## src/rtl/alu_mc_if.sv

```systemverilog
// Operand/result handshake bundle between register-read, the multi-cycle ALU and writeback.
interface alu_mc_if #(
  parameter int XLEN = 32
);
  logic            flush;
  logic            in_valid;
  logic            in_ready;
  logic [6:0]      funct7;
  logic [2:0]      funct3;
  logic            imm_sel;
  logic [XLEN-1:0] rs1_val;
  logic [XLEN-1:0] rs2_val;
  logic [XLEN-1:0] imm;
  logic            out_valid;
  logic            out_ready;
  logic [XLEN-1:0] result;
  logic            busy;

  modport master (
    output flush, in_valid, funct7, funct3, imm_sel, rs1_val, rs2_val, imm, out_ready,
    input  in_ready, out_valid, result, busy
  );

  modport slave (
    input  flush, in_valid, funct7, funct3, imm_sel, rs1_val, rs2_val, imm, out_ready,
    output in_ready, out_valid, result, busy
  );
endinterface

```

## src/rtl/alu_mc.sv

```systemverilog
// Multi-cycle RV32I/M execute unit: single-cycle base ops, bit-serial multiply and
// restoring divide on magnitudes with a final sign fix-up.
module alu_mc #(
  parameter  int XLEN = 32,
  localparam int SHW  = $clog2(XLEN)
) (
  input logic     clk,
  input logic     rst_n,
  alu_mc_if.slave bus
);

  typedef enum logic [1:0] {S_IDLE, S_MUL, S_DIV, S_DONE} state_t;

  state_t            r_state;
  state_t            w_state_nxt;
  logic [SHW-1:0]    r_cnt;
  logic [2*XLEN-1:0] r_acc;
  logic [XLEN-1:0]   r_opb;
  logic [XLEN-1:0]   r_result;
  logic [2:0]        r_fn3;
  logic              r_neg;

  // ---------------- accept-time decode ----------------
  logic [XLEN-1:0] w_a, w_b, w_mag_a, w_mag_b, w_simple, w_special_res;
  logic [SHW-1:0]  w_shamt;
  logic            w_is_m, w_alt, w_accept;
  logic            w_a_signed, w_b_signed, w_sa, w_sb;
  logic            w_div0, w_ovf, w_special, w_iter;

  assign w_a      = bus.rs1_val;
  assign w_b      = bus.imm_sel ? bus.imm : bus.rs2_val;
  assign w_shamt  = w_b[SHW-1:0];
  assign w_is_m   = (bus.funct7 == 7'h01) && !bus.imm_sel;
  assign w_alt    = (bus.funct7 == 7'h20);
  assign w_accept = bus.in_valid && (r_state == S_IDLE) && !bus.flush;

  // Signedness of each operand per M-ext funct3 (MULHSU: A signed, B unsigned).
  assign w_a_signed = (bus.funct3 == 3'd0) || (bus.funct3 == 3'd1) || (bus.funct3 == 3'd2)
                   || (bus.funct3 == 3'd4) || (bus.funct3 == 3'd6);
  assign w_b_signed = (bus.funct3 == 3'd0) || (bus.funct3 == 3'd1)
                   || (bus.funct3 == 3'd4) || (bus.funct3 == 3'd6);
  assign w_sa       = w_a_signed && w_a[XLEN-1];
  assign w_sb       = w_b_signed && w_b[XLEN-1];
  assign w_mag_a    = w_sa ? -w_a : w_a;
  assign w_mag_b    = w_sb ? -w_b : w_b;

  assign w_div0    = (w_b == '0);
  assign w_ovf     = w_b_signed && (w_a == {1'b1, {(XLEN-1){1'b0}}}) && (w_b == '1);
  assign w_special = w_is_m && bus.funct3[2] && (w_div0 || w_ovf);
  assign w_iter    = w_is_m && !w_special;

  // funct3[1] distinguishes REM/REMU from DIV/DIVU.
  always_comb begin
    w_special_res = '0;
    if (w_div0) w_special_res = bus.funct3[1] ? w_a : '1;
    else        w_special_res = bus.funct3[1] ? '0  : w_a;
  end

  always_comb begin
    w_simple = '0;
    case (bus.funct3)
      3'd0:    w_simple = (w_alt && !bus.imm_sel) ? (w_a - w_b) : (w_a + w_b);
      3'd1:    w_simple = w_a << w_shamt;
      3'd2:    w_simple = {{(XLEN-1){1'b0}}, ($signed(w_a) < $signed(w_b))};
      3'd3:    w_simple = {{(XLEN-1){1'b0}}, (w_a < w_b)};
      3'd4:    w_simple = w_a ^ w_b;
      3'd5:    w_simple = w_alt ? XLEN'($signed(w_a) >>> w_shamt) : (w_a >> w_shamt);
      3'd6:    w_simple = w_a | w_b;
      default: w_simple = w_a & w_b;
    endcase
  end

  // ---------------- iteration datapath ----------------
  // Multiply: r_acc = {partial product, remaining multiplier bits}, shifted right each step.
  logic [XLEN:0]     w_mul_sum;
  logic [2*XLEN-1:0] w_mul_nxt, w_prod;
  logic [XLEN-1:0]   w_mul_res;

  assign w_mul_sum = {1'b0, r_acc[2*XLEN-1:XLEN]} + (r_acc[0] ? {1'b0, r_opb} : '0);
  assign w_mul_nxt = {w_mul_sum, r_acc[XLEN-1:1]};
  assign w_prod    = r_neg ? -w_mul_nxt : w_mul_nxt;
  assign w_mul_res = (r_fn3 == 3'd0) ? w_prod[XLEN-1:0] : w_prod[2*XLEN-1:XLEN];

  // Divide: r_acc = {remainder, dividend/quotient}, shifted left with a trial subtract.
  logic [XLEN:0]     w_div_trial;
  logic [XLEN-1:0]   w_div_diff, w_div_sel, w_div_res;
  logic              w_div_ge;
  logic [2*XLEN-1:0] w_div_nxt;

  assign w_div_trial = r_acc[2*XLEN-1:XLEN-1];
  assign w_div_ge    = (w_div_trial >= {1'b0, r_opb});
  assign w_div_diff  = w_div_trial[XLEN-1:0] - r_opb;
  assign w_div_nxt   = {(w_div_ge ? w_div_diff : w_div_trial[XLEN-1:0]),
                        r_acc[XLEN-2:0], w_div_ge};
  assign w_div_sel   = r_fn3[1] ? w_div_nxt[2*XLEN-1:XLEN] : w_div_nxt[XLEN-1:0];
  assign w_div_res   = r_neg ? -w_div_sel : w_div_sel;

  // ---------------- FSM ----------------
  // NOTE: every sequential process uses non-blocking assignments so all registers
  // update from the same pre-edge values; the datapath resets too, so no partial
  // result survives an asynchronous reset.
  always_ff @(posedge clk or negedge rst_n) begin
    if (!rst_n) r_state <= S_IDLE;
    else        r_state <= w_state_nxt;
  end

  always_comb begin
    w_state_nxt = r_state;
    if (bus.flush) begin
      w_state_nxt = S_IDLE;
    end else begin
      case (r_state)
        S_IDLE: if (bus.in_valid) begin
          if (w_iter) w_state_nxt = bus.funct3[2] ? S_DIV : S_MUL;
          else        w_state_nxt = S_DONE;
        end
        S_MUL, S_DIV: if (r_cnt == '0) w_state_nxt = S_DONE;
        S_DONE:       if (bus.out_ready) w_state_nxt = S_IDLE;
        default:      w_state_nxt = S_IDLE;
      endcase
    end
  end

  always_comb begin
    bus.in_ready  = (r_state == S_IDLE) && !bus.flush;
    bus.out_valid = (r_state == S_DONE);
    bus.busy      = (r_state != S_IDLE);
  end

  assign bus.result = r_result;

  always_ff @(posedge clk or negedge rst_n) begin
    if (!rst_n) begin
      r_cnt    <= '0;
      r_acc    <= '0;
      r_opb    <= '0;
      r_result <= '0;
      r_fn3    <= '0;
      r_neg    <= 1'b0;
    end else if (!bus.flush) begin
      if (w_accept) begin
        if (w_iter) begin
          r_cnt <= SHW'(XLEN-1);
          r_acc <= {{XLEN{1'b0}}, w_mag_a};
          r_opb <= w_mag_b;
          r_fn3 <= bus.funct3;
          r_neg <= (bus.funct3[2] && bus.funct3[1]) ? w_sa : (w_sa ^ w_sb);
        end else begin
          r_result <= w_is_m ? w_special_res : w_simple;
        end
      end else if (r_state == S_MUL || r_state == S_DIV) begin
        r_acc <= (r_state == S_MUL) ? w_mul_nxt : w_div_nxt;
        if (r_cnt == '0) r_result <= (r_state == S_MUL) ? w_mul_res : w_div_res;
        else             r_cnt    <= r_cnt - 1'b1;
      end
    end
  end

endmodule

```

## src/flat_wrapper.sv

```systemverilog
// flat-port wrapper written by rule: the top's interface ports become plain ports
module alu_mc_flat 
#(
  parameter  int XLEN = 32,
  localparam int SHW  = $clog2(XLEN)
)
  (clk, rst_n, bus_flush, bus_in_valid, bus_funct7, bus_funct3, bus_imm_sel, bus_rs1_val, bus_rs2_val, bus_imm, bus_out_ready, bus_in_ready, bus_out_valid, bus_result, bus_busy);
  alu_mc_if #(.XLEN(XLEN)) bus_i ();
  input logic clk;
  input logic rst_n;
  input wire logic [$bits(bus_i.flush)-1:0] bus_flush;
  input wire logic [$bits(bus_i.in_valid)-1:0] bus_in_valid;
  input wire logic [$bits(bus_i.funct7)-1:0] bus_funct7;
  input wire logic [$bits(bus_i.funct3)-1:0] bus_funct3;
  input wire logic [$bits(bus_i.imm_sel)-1:0] bus_imm_sel;
  input wire logic [$bits(bus_i.rs1_val)-1:0] bus_rs1_val;
  input wire logic [$bits(bus_i.rs2_val)-1:0] bus_rs2_val;
  input wire logic [$bits(bus_i.imm)-1:0] bus_imm;
  input wire logic [$bits(bus_i.out_ready)-1:0] bus_out_ready;
  output wire logic [$bits(bus_i.in_ready)-1:0] bus_in_ready;
  output wire logic [$bits(bus_i.out_valid)-1:0] bus_out_valid;
  output wire logic [$bits(bus_i.result)-1:0] bus_result;
  output wire logic [$bits(bus_i.busy)-1:0] bus_busy;
  assign bus_i.flush = bus_flush;
  assign bus_i.in_valid = bus_in_valid;
  assign bus_i.funct7 = bus_funct7;
  assign bus_i.funct3 = bus_funct3;
  assign bus_i.imm_sel = bus_imm_sel;
  assign bus_i.rs1_val = bus_rs1_val;
  assign bus_i.rs2_val = bus_rs2_val;
  assign bus_i.imm = bus_imm;
  assign bus_i.out_ready = bus_out_ready;
  assign bus_in_ready = bus_i.in_ready;
  assign bus_out_valid = bus_i.out_valid;
  assign bus_result = bus_i.result;
  assign bus_busy = bus_i.busy;
  alu_mc #(.XLEN(XLEN)) u_core (.clk(clk), .rst_n(rst_n), .bus(bus_i));
endmodule
```

## config.mk

```make
export PLATFORM = sky130hd
export DESIGN_NAME = alu_mc_flat
export DESIGN_NICKNAME = d
export VERILOG_FILES = /design/src/rtl/alu_mc_if.sv /design/src/rtl/alu_mc.sv /design/src/flat_wrapper.sv
export SDC_FILE = /design/constraint.sdc
export NUM_CORES = 1
export LEC_CHECK = 0
export BUFFER_PORTS_ARGS = -buffer_cell sky130_fd_sc_hd__buf_2
export CORE_MARGIN = 10
export CORE_UTILIZATION = 25
export CTS_BUF_LIST = sky130_fd_sc_hd__clkbuf_4
export DETAILED_ROUTE_END_ITERATION = 8
export PLACE_DENSITY = 0.41
export SLEW_MARGIN = 20
export SYNTH_ARGS = -nofsm -noshare
export SYNTH_HDL_FRONTEND = slang
export SYNTH_SLANG_ARGS = --single-unit
```

## constraint.sdc

```tcl
create_clock -name clk -period 6.5 [get_ports clk]
set_input_delay 0.975 -clock clk [delete_from_list [all_inputs] [get_ports clk]]
set_output_delay 0.975 -clock clk [all_outputs]
set_load 0.02 [all_outputs]
```

Yosys cells after proc, flatten, opt, wreduce, memory -nomap -nowiden
Index checks and enable logic that the tools add are counted.
{ "totals": {"regBits": 139, "elab_cells": 121, "output_inout_bits": 35} }
{ "op_classes": {"eq_ne": 19, "n_bitwise": 5, "n_reduce_logical": 38, "n_mux": 37, "n_lt_le_gt_ge": 3, "n_addsub": 9, "shift": 3} }
{ "op_table": {"columns": ["op", "count"], "rows": [
  ["32-bit two-way mux", 19],
  ["64-bit two-way mux", 5],
  ["32-bit case mux with 7 select lines", 1],
  ["32-bit negator", 3],
  ["32-bit == test, second input constant", 2],
  ["32-bit < comparator", 2],
  ["64-bit negator", 1],
  ["32-bit subtractor", 2],
  ["32-bit by 33-bit adder with 33-bit output", 1],
  ["33-bit by 32-bit >= comparator with 1-bit output", 1],
  ["32-bit adder", 1],
  ["32-bit AND", 1],
  ["32-bit logical NOT", 1],
  ["32-bit bitwise OR", 1],
  ["32-bit by 5-bit << shifter with 32-bit output", 1],
  ["32-bit by 5-bit right shift with 32-bit output", 1],
  ["32-bit by 5-bit >>> shifter with 32-bit output", 1],
  ["32-bit bitwise XOR", 1],
  ["5-bit two-way mux", 4],
  ["1-bit logical AND", 13],
  ["2-bit two-way mux", 6],
  ["3-bit == test, second input constant", 3],
  ["3-bit AND reduction", 3],
  ["1-bit logical OR", 8],
  ["other kinds (22)", 32]
]} }

Longest topological paths before layout
{ "logic_depth": {"ltp_word": 14, "mapped_depth": 23, "mapped_depth_nobuf": 18} }

Worst setup path before layout
Ideal clock, no wire load.
{ "synth_timing": {"path_kind": "input -> register", "startpoint": "input bus_imm_sel", "endpoint": "register u_core.r_result[30] (netlist: u_core.bus.result[30])", "arrival_time_ps": 6477, "cell_stages": 20, "slack_ps": -115, "setup_ps": 138, "path_cell_list": "clkbuf_1 buf_1 clkbuf_1 mux2i_1 clkbuf_1 buf_1 buf_1 clkbuf_1 ha_1 o2111ai_1 nor4_1 nand4_1 o311a_1 nor3_1 nor2_1 or4_1 o31ai_1 nor2_1 a32oi_1 o21ai_0"} }
{ "synth_between": {"elab_chain_len": 9, "word_cells_on_any_way": 29} }
{ "synth_lines": {"columns": ["item", "line_no", "rtl"], "rows": [
  ["start, declared", "flat_wrapper.sv:15", "input wire logic [$bits(bus_i.imm_sel)-1:0] bus_imm_sel;"],
  ["branches (longest 9 deep; another with 32-bit adder)", null, null],
  ["end signal, assigned", "alu_mc.sv:149", "r_result <= w_is_m ? w_special_res : w_simple;"],
  ["end signal, assigned", "alu_mc.sv:153", "if (r_cnt == '0) r_result <= (r_state == S_MUL) ? w_mul_res : w_div_res;"],
  ["end, declared", "alu_mc.sv:19", "logic [XLEN-1:0] r_result;"]
]} }
Several ways; the timed one is not identified. The select of a mux whose other input is x is not followed.
A chain may end at the register's enable or synchronous reset.

Worst setup path after layout
{ "layout_timing": {"startpoint": "register u_core.r_acc[0]", "endpoint": "register u_core.r_result[31] (netlist: u_core.bus.result[31])"} }
{ "layout_between": {"elab_chain_len": 9, "word_cells_on_any_way": 12} }
{ "layout_lines": {"columns": ["item", "line_no", "rtl"], "rows": [
  ["start, declared", "alu_mc.sv:17", "logic [2*XLEN-1:0] r_acc;"],
  ["start signal, assigned", "alu_mc.sv:144", "r_acc <= {{XLEN{1'b0}}, w_mag_a};"],
  ["start signal, assigned", "alu_mc.sv:152", "r_acc <= (r_state == S_MUL) ? w_mul_nxt : w_div_nxt;"],
  ["32-bit two-way mux", "alu_mc.sv:79", "assign w_mul_sum = {1'b0, r_acc[2*XLEN-1:XLEN]} + (r_acc[0] ? {1'b0, r_opb} : '0);"],
  ["32-bit by 33-bit adder with 33-bit output", "alu_mc.sv:79", null],
  ["64-bit negator", "alu_mc.sv:81", "assign w_prod = r_neg ? -w_mul_nxt : w_mul_nxt;"],
  ["64-bit two-way mux", "alu_mc.sv:81", null],
  ["32-bit two-way mux", "alu_mc.sv:82", "assign w_mul_res = (r_fn3 == 3'd0) ? w_prod[XLEN-1:0] : w_prod[2*XLEN-1:XLEN];"],
  ["32-bit two-way mux * (2 in series)", "alu_mc.sv:153", null],
  ["32-bit two-way mux *", "alu_mc.sv:151", "end else if (r_state == S_MUL || r_state == S_DIV) begin"],
  ["32-bit two-way mux *", "alu_mc.sv:141", "if (w_accept) begin"]
]} }
Every way passes the cells marked *; elsewhere a longest branch is shown, timed or not. The select of a mux whose other input is x is not followed.

==> out/results.txt <==
Transition at the pin with the smallest max-transition slack: 1110 ps
Share of the core filled with cells in the final layout: 0.283
Antenna violations before repair: 19
Worst hold path class: in -> async
Leakage component of the power: 11.6 nW
Clk_skew: 37.8 ps
Fin area: 0.0279 mm^2
Worst reg-to-reg path cell count: 16
Number of cells in the finished layout apart from fillers: 4975
Vias in the first global route: 27900
Number of nets in the synthesized netlist: 3908
Clk slew on worst S/H paths: 180 ps
Clock power frac: 0.068
TritonCTS clock tree: done
Switching Share: 0.608
Endpoints failing setup: 0
Mean number of vias per cell: 5.97
Depth of the CTS H-tree: 4
Row count: 115
Num Clock Sinks: 139
Sequential standard cell area: 0.00348 mm^2
Internal power: 3.81 mW
Startpoint of the worst setup timing path: u_core.r_acc[0]
Sequential Power Share: 0.178
Drt pass-1 iters: 6
Maximum frequency from static timing analysis: 169 MHz
Total power divided by cell area: 347 mW/mm^2
Worst flop-to-flop path startpoint: u_core.r_acc[0]
I/O Pins: 147
Count of distinct cell types in the synthesized netlist: 91
Run status: finished, final reports clean
Floorplan die height: 336 um
Routed wire length: 155 mm
Final antenna-violating net count: 0
Setup TNS Final: 0 ps
Max Buffers Root-to-Sink: 2
Number of max-cap violations: 0
Register bit total from synthesis: 139
Max transition margin: 0.251
Post-CTS setup-driven buffer insertion count: 0
Global Route Usage Sum: 0.263
Horizontal extent of the die: 336 um
Setup repair after global routing missed its margin: no
Die area: 0.113 mm^2
Critical Path Start Type: flop
Total half-perimeter wirelength after legalization and detailed placement: 124 mm
Max stage delay cell, worst path: sky130_fd_sc_hd__dfrtp_1
Num CTS Buffers: 17
Destination of the critical timing path: u_core.bus.result[31]
Final routed DRC violation total: 0
Fraction of synthesized cell area taken by the top area cell type: 0.139
Arr. time, crit path: 6490 ps
Number of buffers inserted for hold repair after clock tree synthesis: 0
Number of warnings issued by yosys: 0
Endpoint kind of the worst setup timing path: flop
Starting DRT DRC Count: 3298
Number of I/O port buffers: 146
Placement Setup Slack: 610 ps
Number of enable-type register cells in the synthesized netlist: 0
Netlist Area Pre-Place: 0.0250 mm^2
Area of the multi-input gates: 0.0200 mm^2
Final weighted congestion of routability-driven global placement: 1.03
Critical Path Fanout Max: 22
R2r endpoint: u_core.bus.result[31]
Mean routed wirelength per cell: 31.2 um
Pin count of the biggest net entering global routing: 99
Post-synth top flop: sky130_fd_sc_hd__dfrtp_1
Global-route congestion overflow total: 0
Synth area leaders: sky130_fd_sc_hd__dfrtp_1, sky130_fd_sc_hd__ha_1, sky130_fd_sc_hd__o21ai_0, sky130_fd_sc_hd__mux2i_1, sky130_fd_sc_hd__a21oi_1
Cells after Synth: 3621
Power after layout: 9.70 mW
Worst-case register-to-register setup slack: 570 ps
Fraction of layout instances using a drive strength above 1: 0.113
Final Hold Viols: 0
Post-synthesis sequential area ratio: 0.139
Number of vias after detailed routing: 29700
Final critical delay including setup and external delays: 5930 ps
Area of the core: 0.0989 mm^2
Post_cts resized: 0
Area Growth Syn to Fin: 11.7%
Worst IR drop on VDD: 162 uV
Wire length of the first global-routing pass: 216 mm
Net Sw Power: 5.90 mW
Placed Instance Area: 0.0276 mm^2
Count of placed standard cells including taps: 4938
Combinational group share of total power: 0.754
Initial cell density of the core: 0.253
Root buffer selected by CTS: sky130_fd_sc_hd__clkbuf_4
Fillcell total: 11000
Fraction of registers with async set or reset after synthesis: 1.00
Share of the cycle needed by the critical path after routing: 0.912
Final Slew Violations: 0
Average cell area after synthesis: 6.91 um^2
Worst Slack Setup Final: 570 ps
Crit path required time: 7060 ps
Clock Latency Late Sink: 700 ps
Number of nets in the finished design: 3957
Min Hold Slack: 267 ps
Worst stage delay on the critical path: 1000 ps
Chain of cells forming the critical path: and2_1 > ha_1 > a211oi_1 > o21bai_1 > a211oi_1 > o41ai_1 > buf_4 > xnor2_1 > o21ai_0 > nor4_1 > buf_4 > nand4_2 > nor4_2 > mux2i_1 > o311a_1 > a211oi_2
Worst Setup Path Type: reg -> reg
Cell type contributing the most total cell area after synthesis: sky130_fd_sc_hd__dfrtp_1
[power by group through the flow]
stage	clock network [mW]	registers, mW	logic, mW
after floorplan	0	1.49	4.56
after global placement	0	1.74	7.16
after detailed placement	0	1.73	7.11
after CTS	0.670	1.71	7.16
after global routing	0.702	1.75	7.85
final	0.659	1.73	7.31
[worst max-delay path: cells and delay by family, from the launching register on]
| kind | cells | cell delay (ps) |
|---|---|---|
| multiplexers | 1 | 230 |
| AND/OR/NAND/NOR | 4 | 1260 |
| buffers and inverters | 2 | 410 |
| adder cells (fa/ha/maj) | 1 | 260 |
| flip-flops | 1 | 1000 |
| XOR/XNOR | 1 | 410 |
| AO/OA/AOI/OAI | 7 | 2220 |
[state kept, by name, indices dropped and copies added (netlist names)]
name               count
u_core.r_fn3           3
u_core.r_acc          64
u_core.r_state         2
u_core.bus.result     32
u_core.r_neg           1
u_core.r_cnt           5
u_core.r_opb          32
[cells in the final DEF, fill, tap and decap left out, types with 47 or more instances in the layout]
cell type,Yosys,final
sky130_fd_sc_hd__nor2_1,320,318
sky130_fd_sc_hd__and2_1,54,52
sky130_fd_sc_hd__nand2_1,344,343
sky130_fd_sc_hd__xnor2_1,164,164
sky130_fd_sc_hd__ha_1,171,170
sky130_fd_sc_hd__mux2i_1,190,185
sky130_fd_sc_hd__o211ai_1,86,86
sky130_fd_sc_hd__nor3_1,74,72
sky130_fd_sc_hd__nand3_1,120,120
sky130_fd_sc_hd__inv_1,164,164
sky130_fd_sc_hd__buf_2,2,144
sky130_fd_sc_hd__a21o_1,54,54
sky130_fd_sc_hd__o21ai_0,390,389
sky130_fd_sc_hd__buf_4,1,157
sky130_fd_sc_hd__dfrtp_1,139,137
sky130_fd_sc_hd__a21oi_1,346,345
sky130_fd_sc_hd__xor2_1,47,47
[cells in the mapped netlist, types with 47 or more instances]
cell / n
sky130_fd_sc_hd__a21o_1: 54
sky130_fd_sc_hd__a21oi_1: 346
sky130_fd_sc_hd__and2_1: 54
sky130_fd_sc_hd__clkbuf_1: 235
sky130_fd_sc_hd__dfrtp_1: 139
sky130_fd_sc_hd__ha_1: 171
sky130_fd_sc_hd__inv_1: 164
sky130_fd_sc_hd__mux2i_1: 190
sky130_fd_sc_hd__nand2_1: 344
sky130_fd_sc_hd__nand3_1: 120
sky130_fd_sc_hd__nor2_1: 320
sky130_fd_sc_hd__nor3_1: 74
sky130_fd_sc_hd__o211ai_1: 86
sky130_fd_sc_hd__o21ai_0: 390
sky130_fd_sc_hd__xnor2_1: 164
sky130_fd_sc_hd__xor2_1: 47
[worst min path at each step]
stage                                 to  slack (ps)  cells after the start                 start
finish                  u_core.r_acc[43]         270                      1                 rst_n
floorplan               u_core.r_opb[10]         460                      2      u_core.r_opb[10]
detailed placement  u_core.bus.result[5]         470                      2  u_core.bus.result[5]
CTS                     u_core.r_opb[11]         280                      1                 rst_n
global placement    u_core.bus.result[5]         480                      2  u_core.bus.result[5]
global route            u_core.r_opb[14]         300                      1                 rst_n
[cell families (layout without fill, tap and decap cells)]
kind of cell,count (synthesis),count (layout),share of synthesized area
compound gates,1271,1271,0.316
simple gates,1172,1172,0.225
buf+inv,442,504,0.0670
xor+xnor,211,211,0.0739
mux,211,211,0.0904
fa+ha+maj,175,175,0.0887
flops,139,139,0.139
other cells,0,5,0
[per-layer routing]
| metal | GRT usage | wire, um | share of wire | vias up |
|---|---|---|---|---|
| li1 | - | - | - | 13400 |
| met1 | 0.339 | 65600 | 0.42 | 14600 |
| met2 | 0.419 | 69600 | 0.45 | 1365 |
| met3 | 0.0319 | 9900 | 0.064 | 300 |
| met4 | 0.151 | 9940 | 0.064 | 10 |
| met5 | 0 | 65 | 0.00042 | - |
[final cells by class]
class / instances / area share
inverters: 169 / 0.0227
clock buffers: 17 / 0.00457
multi-input cells: 3040 / 0.715
well taps: 1287 / 0.0576
flip-flops and latches: 139 / 0.125
diodes: 5 / 0.000448
repair buffers: 303 / 0.0691
clock inverters: 15 / 0.00569
Power figures use the tool's default switching activity.
